<file path="config.mk">
export PLATFORM = sky130hd
export DESIGN_NAME = efb_wb_master
export DESIGN_NICKNAME = d
export VERILOG_FILES = /design/src/rtl/efb_pkg.sv /design/src/rtl/efb_wb_master.sv
export SDC_FILE = /design/constraint.sdc
export NUM_CORES = 1
export LEC_CHECK = 0
export BUFFER_PORTS_ARGS = -buffer_cell sky130_fd_sc_hd__buf_2
export CORE_MARGIN = 2
export CORE_UTILIZATION = 45
export CTS_CLUSTER_DIAMETER = 50
export CTS_CLUSTER_SIZE = 24
export DETAILED_ROUTE_END_ITERATION = 6
export PLACE_DENSITY_LB_ADDON = 0.05
export SYNTH_ARGS = -nofsm -noshare
export SYNTH_HDL_FRONTEND = slang
export SYNTH_SLANG_ARGS = --single-unit
</file>
<file path="constraint.sdc">
create_clock -name i_clk -period 1.6 [get_ports i_clk]
set_clock_uncertainty 0.05 [all_clocks]
set_input_delay 0.24 -clock i_clk [delete_from_list [all_inputs] [get_ports i_clk]]
set_output_delay 0.24 -clock i_clk [all_outputs]
set_load 0.03 [all_outputs]
</file>
<file path="src/rtl/efb_pkg.sv">
// Shared MachXO2 EFB definitions: I2C register map, status bits, command codes
// and the Wishbone master state encoding.
package efb_pkg;

  typedef enum logic [1:0] {
    ST_IDLE,
    ST_ACCESS,
    ST_GAP,
    ST_DONE
  } wb_state_t;

  localparam logic [7:0] EFB_I2C_BASE = 8'h40;
  localparam logic [7:0] I2C_CR       = EFB_I2C_BASE + 8'h0;
  localparam logic [7:0] I2C_CMDR     = EFB_I2C_BASE + 8'h1;
  localparam logic [7:0] I2C_BR0      = EFB_I2C_BASE + 8'h2;
  localparam logic [7:0] I2C_BR1      = EFB_I2C_BASE + 8'h3;
  localparam logic [7:0] I2C_TXDR     = EFB_I2C_BASE + 8'h4;
  localparam logic [7:0] I2C_SR       = EFB_I2C_BASE + 8'h5;
  localparam logic [7:0] I2C_GCDR     = EFB_I2C_BASE + 8'h6;
  localparam logic [7:0] I2C_RXDR     = EFB_I2C_BASE + 8'h7;
  localparam logic [7:0] I2C_IRQ      = EFB_I2C_BASE + 8'h8;
  localparam logic [7:0] I2C_IRQEN    = EFB_I2C_BASE + 8'h9;

  localparam int unsigned SR_TIP   = 7;
  localparam int unsigned SR_BUSY  = 6;
  localparam int unsigned SR_RARC  = 5;
  localparam int unsigned SR_SRW   = 4;
  localparam int unsigned SR_ARBL  = 3;
  localparam int unsigned SR_TRRDY = 2;
  localparam int unsigned SR_TROE  = 1;
  localparam int unsigned SR_HGC   = 0;

  localparam logic [7:0] CMD_STA    = 8'h80;
  localparam logic [7:0] CMD_STO    = 8'h40;
  localparam logic [7:0] CMD_RD     = 8'h20;
  localparam logic [7:0] CMD_WR     = 8'h10;
  localparam logic [7:0] CMD_ACK    = 8'h08;
  localparam logic [7:0] CMD_CKSDIS = 8'h04;
  localparam logic [7:0] CMD_STA_WR = 8'h94;

endpackage

</file>
<file path="src/rtl/efb_wb_master.sv">
// Wishbone classic master for single 8-bit EFB register accesses, with an
// optional masked status-poll mode and a per-access ack timeout.
module efb_wb_master
  import efb_pkg::*;
#(
  parameter int unsigned TIMEOUT_CYCLES = 64,
  parameter int unsigned POLL_GAP       = 8,
  parameter int unsigned MAX_POLLS      = 255
) (
  input  logic       i_clk,
  input  logic       i_reset,
  input  logic       i_begin,
  input  logic       i_writeEnable,
  input  logic       i_poll,
  input  logic [7:0] i_address,
  input  logic [7:0] i_writeData,
  input  logic [7:0] i_pollMask,
  input  logic [7:0] i_pollValue,
  output logic       o_busy,
  output logic       o_done,
  output logic       o_error,
  output logic [7:0] o_readData,
  output logic       wb_cyc_o,
  output logic       wb_stb_o,
  output logic       wb_we_o,
  output logic [7:0] wb_adr_o,
  output logic [7:0] wb_dat_o,
  input  logic [7:0] wb_dat_i,
  input  logic       wb_ack_i
);

  localparam int unsigned TW = $clog2(TIMEOUT_CYCLES + 1);
  localparam int unsigned GW = $clog2(POLL_GAP + 1);
  localparam logic [TW-1:0] T_LAST = TW'(TIMEOUT_CYCLES - 1);
  localparam logic [GW-1:0] G_LAST = GW'(POLL_GAP - 1);
  localparam logic [7:0]    P_LAST = 8'(MAX_POLLS);

  wb_state_t     r_state, w_next;
  logic [7:0]    r_adr, r_dat, r_mask, r_value, r_rdata, r_pcnt;
  logic          r_we, r_poll, r_error;
  logic [TW-1:0] r_tcnt;
  logic [GW-1:0] r_gcnt;
  logic          w_err, w_match;

  assign w_match = ((wb_dat_i ^ r_value) & r_mask) == 8'h00;

  always_comb begin
    w_next = r_state;
    w_err  = 1'b0;
    case (r_state)
      ST_IDLE:   if (i_begin) w_next = ST_ACCESS;
      ST_ACCESS: begin
        if (wb_ack_i) begin
          if (!r_poll || w_match) begin
            w_next = ST_DONE;
          end else if (r_pcnt == P_LAST) begin
            w_next = ST_DONE;
            w_err  = 1'b1;
          end else begin
            w_next = ST_GAP;
          end
        end else if (r_tcnt == T_LAST) begin
          w_next = ST_DONE;
          w_err  = 1'b1;
        end
      end
      ST_GAP:    if (r_gcnt == G_LAST) w_next = ST_ACCESS;
      ST_DONE:   w_next = ST_IDLE;
      default:   w_next = ST_IDLE;
    endcase
  end

  always_ff @(posedge i_clk) begin
    if (i_reset) begin
      r_state <= ST_IDLE;
      r_adr   <= '0;
      r_dat   <= '0;
      r_we    <= 1'b0;
      r_poll  <= 1'b0;
      r_mask  <= '0;
      r_value <= '0;
      r_rdata <= '0;
      r_pcnt  <= '0;
      r_tcnt  <= '0;
      r_gcnt  <= '0;
      r_error <= 1'b0;
    end else begin
      r_state <= w_next;
      r_error <= w_err;
      case (r_state)
        ST_IDLE: begin
          if (i_begin) begin
            r_adr   <= i_address;
            r_dat   <= i_writeData;
            r_we    <= i_writeEnable & ~i_poll;
            r_poll  <= i_poll;
            r_mask  <= i_pollMask;
            r_value <= i_pollValue;
          end
          r_pcnt <= 8'd1;
          r_tcnt <= '0;
        end
        ST_ACCESS: begin
          r_tcnt <= r_tcnt + 1'b1;
          r_gcnt <= '0;
          if (wb_ack_i && !r_we) r_rdata <= wb_dat_i;
        end
        ST_GAP: begin
          r_gcnt <= r_gcnt + 1'b1;
          // each re-entry into ACCESS is a new read with a fresh timeout
          if (r_gcnt == G_LAST) begin
            r_tcnt <= '0;
            r_pcnt <= r_pcnt + 8'd1;
          end
        end
        default: ;
      endcase
    end
  end

  assign wb_cyc_o   = (r_state == ST_ACCESS);
  assign wb_stb_o   = (r_state == ST_ACCESS);
  assign wb_we_o    = r_we;
  assign wb_adr_o   = r_adr;
  assign wb_dat_o   = r_dat;
  assign o_busy     = (r_state != ST_IDLE);
  assign o_done     = (r_state == ST_DONE);
  assign o_error    = (r_state == ST_DONE) && r_error;
  assign o_readData = r_rdata;

endmodule

</file>
==> summary.txt <==
Synthesis
  • Synthesized cell area: 2690 µm²
  • Primary FF master, synth: dfxtp_1
  • Main combinational cell family by area after synthesis: simple AND/OR/NAND/NOR gates
  • Area share of the leading cell type in the synthesized netlist: 47.6%
  • Yosys warning count: 0
  • Adder and majority cell fraction of the synthesized area: under 10%
  • Area share of xor/xnor cells in the synthesized design: around 6%
  • Share of the synthesized area in compound gates (AO/OA/AOI/OAI): 11.6%
  • Main area contributors after synthesis: dfxtp_1 48%, nand2_1 11%, a21oi_1 7.8%, xor2_1 5.5%, ha_1 3.7%
  • Synth Net Count: about 370
  • Seq cells post-synth: 64
  • Cell count after synthesis: 320
  • Count of unique library cells instantiated by Yosys: 37
  • Average size of a mapped cell: approximately 8.4 µm²
  • Simple-gate share of the synthesized area: 24.0%
  • Part of the Yosys area used for sequential elements: 47.6%
  • Post-synth EDFFs: 0
  • Cell type contributing the most total cell area after synthesis: dfxtp_1
  • Multiplexer share of the synthesized area: 3.76%
  • Post-synthesis async set-or-reset flop share: 0%

Setup path
  • Crit path arrival time: approximately 1.2 ns
  • CP max stage delay: 0.34 ns
  • CP startpoint kind: flip-flop
  • Cells along the critical path: buf_6 > ha_4 > and2_4 > buf_6
  • Cell type with the highest occurrence count on the critical path: buf_6
  • Buf+Inv Stages, Crit Path: 2
  • Path type of the worst setup path: flip-flop to output port
  • CP max FO: 4
  • Data required time of the critical path: 1.31 ns
  • Standard cell with the maximum stage delay on the critical path: dfxtp_2
  • Category of cells accounting for the largest share of critical-path delay: flip-flops
  • Capturing element type of the critical path: output port

Placement
  • Placed wire-length estimate: 4280 µm
  • Routability-driven placement congestion ratio: 0.745
  • PortBufs: 75
  • Placed cell count: 473

Power and ir drop
  • Sum of internal, switching and leakage power: 0.00559 W
  • Power density over the cells: 1540 nW/µm²
  • Leak pwr: 1.62 nW
  • Worst-case vdd ir drop: 0.000916 V

Clock tree
  • Clock Root Buffer: clkbuf_8
  • Total clock buffers created by CTS: 9
  • Insertion delay to the later sink of the worst-skew pair: 0.34 ns
  • Clk pin slew, worst setup/hold paths: 0.08 ns
  • Depth of the CTS H-tree: 3
  • Clk buf depth: 2
  • CTS tree: yes
  • Clock sink count: 64

Global routing
  • Vias in the first global route: approximately 2200
  • Overall routing resource usage: 19.3%
  • Number of antenna violations at the first check in global routing: 0
  • Overall overflow remaining after global route: 0
  • First-pass GRT wire length: 9790 µm
  • Maximum number of pins on one net before global-route repair: 35

Layout
  • Sequential standard cell area: ~1300 µm²
  • Filler-free cell count of the finished design: 490
  • Area Overhead vs Synth: 34.3%
  • Area taken by multi-input logic gates: between 1000 and 1500 µm²
  • Number of nets in the finished design: 464
  • Number of fill cells in the layout: 553
  • Layout cells sized above 1: 31.3%
  • Count of antenna diodes in the layout: 0
  • Top library cells by usage in the layout, fill and taps aside: 80 x nand2_1, 73 x buf_2, 61 x dfxtp_1
  • Most common cell after layout, fill and taps aside: nand2_1

Detailed routing
  • Detail-routed via count per cell: between 4 and 5
  • DRC errors left: 0
  • Total wire length: between 6000 and 7000 µm
  • Number of nets still failing antenna checks after routing: 0
  • Routed wire per std cell: ~12 µm
  • Via count of the routed design: 2405
  • Drt first-iter violations: 81
  • Number of iterations in the first detailed-routing pass: 5

Timing
  • Tcrit/Tclk final: 95.1%
  • Final slew viol count: 0
  • Max transition margin: 81.1%
  • Final critical path time including I/O delays and setup: 1.52 ns
  • Total of endpoints with negative setup slack in the final report: 0
  • F_max: about 660 MHz
  • Worst-margin pin slew: 0.284 ns
  • Sum Neg Setup Slack: 0 ns
  • Final hold violation count: 0

Floorplan
  • Number of placement rows: 28
  • Floorplan die height: 81.4 µm
  • Die ar.: around 6600 µm²
  • Io pins: 76
  • X dimension of the die: 81.4 µm
  • Placeable core region: 5850 µm²
  • Initial core utilization: 46.0%

Outcome
  • Run status: finished, final reports clean

Job
  • Number of maximum-capacitance constraint violations: 0

Hold path
  • Type of the tightest min-delay check: input port to flip-flop
cell usage after synthesis (2+ instances only):
cell      count
a21o_1        2
inv_1         6
dfxtp_1      64
buf_2         4
buf_4         2
a211oi_1      2
o21ai_0       3
mux2i_1       9
a22oi_1       4
a21oi_1      42
nand2b_1      4
nand3_1       8
or3_1         2
clkbuf_1     10
nand2_1      80
nand3b_1      3
and2_1        2
nor2_1       24
xor2_1       17
ha_1          8
nand4_1       7
nor3_1        2
timing repair:
item	in CTS	in global routing
buffers inserted	0	1
gates resized for setup	6	17
hold buffers	0	0
pin swaps	0	3
endpoints found under the setup margin	4	15
per-layer routing:
metal  global-route usage, %  vias to the layer above  part of all wire (%)
met1                    23.2                     1090                    45
li1                        -                     1251                     -
met4                    4.24                        0                  0.79
met2                    31.4                       59                    48
met3                    9.11                        5                   5.7
met5                       0                        -                     0
power breakdown:
| group | internal, W | total [W] | switching (W) |
|---|---|---|---|
| clock | 0.000885 | 0.00153 | 0.000645 |
| combinational | 0.000847 | 0.00208 | 0.00123 |
| sequential | 0.00183 | 0.00198 | 0.000144 |
final timing paths:
check / cells after the start / end / slack [ns] / startpoint
worst max-delay path: 4 / o_error / 0.08 / r_state[0]
worst min-delay path: 3 / wb_adr_o[4] / 0.07 / i_address[4]
worst max register to register: 7 / r_pcnt[5] / 0.10 / r_state[0]
worst min register to register: 2 / wb_adr_o[0] / 0.40 / wb_adr_o[0]
stage by stage:
step	hold slack [ns]	worst slack (ns)	util (%)	area, µm²
final	0.0735	0.0778	61.8	3620
after global routing	0.0546	-0.000377	61.8	3620
after CTS	0.0610	-0.0146	60.2	3520
after detailed placement	0.395	-0.00308	56.1	3280
after global placement	0.389	0.0669	56.1	3280
after floorplan	0.326	0.0106	-	2710
cell families (layout without fill, tap and decap cells):
| group | count (synthesis) | count (layout) |
|---|---|---|
| simple gates | 142 | 142 |
| flops | 64 | 64 |
| compound gates | 56 | 56 |
| buf+inv | 22 | 117 |
| xor+xnor | 18 | 18 |
| mux | 10 | 10 |
| fa+ha+maj | 8 | 8 |
worst reg2reg max path, cell delays in order (launching register included):
cell and delay (ns):
dfxtp_2 0.36, inv_4 0.05, ha_4 0.19, nand2b_4 0.16
nand2_4 0.06, nand3_2 0.09, or3_1 0.35, a21oi_1 0.13
layout make-up:
type | instances | share of cell area (%)
Timing Repair Buffer | 95 | 15.9
Multi-Input combinational cell | 234 | 39.1
Clock inverter | 6 | 2.56
Sequential cell | 64 | 35.6
Clock buffer | 10 | 3.53
Tap cell | 75 | 2.59
Inverter | 6 | 0.692
registers in the layout, indices dropped and copies added, names as in the netlist, 2 cells and up:
| signal | cells |
|---|---|
| o_readData | 8 |
| r_gcnt | 4 |
| r_mask | 8 |
| r_pcnt | 8 |
| r_state | 2 |
| r_tcnt | 7 |
| r_value | 8 |
| wb_adr_o | 8 |
| wb_dat_o | 8 |
Note: power is estimated with default switching activity, not from simulation.
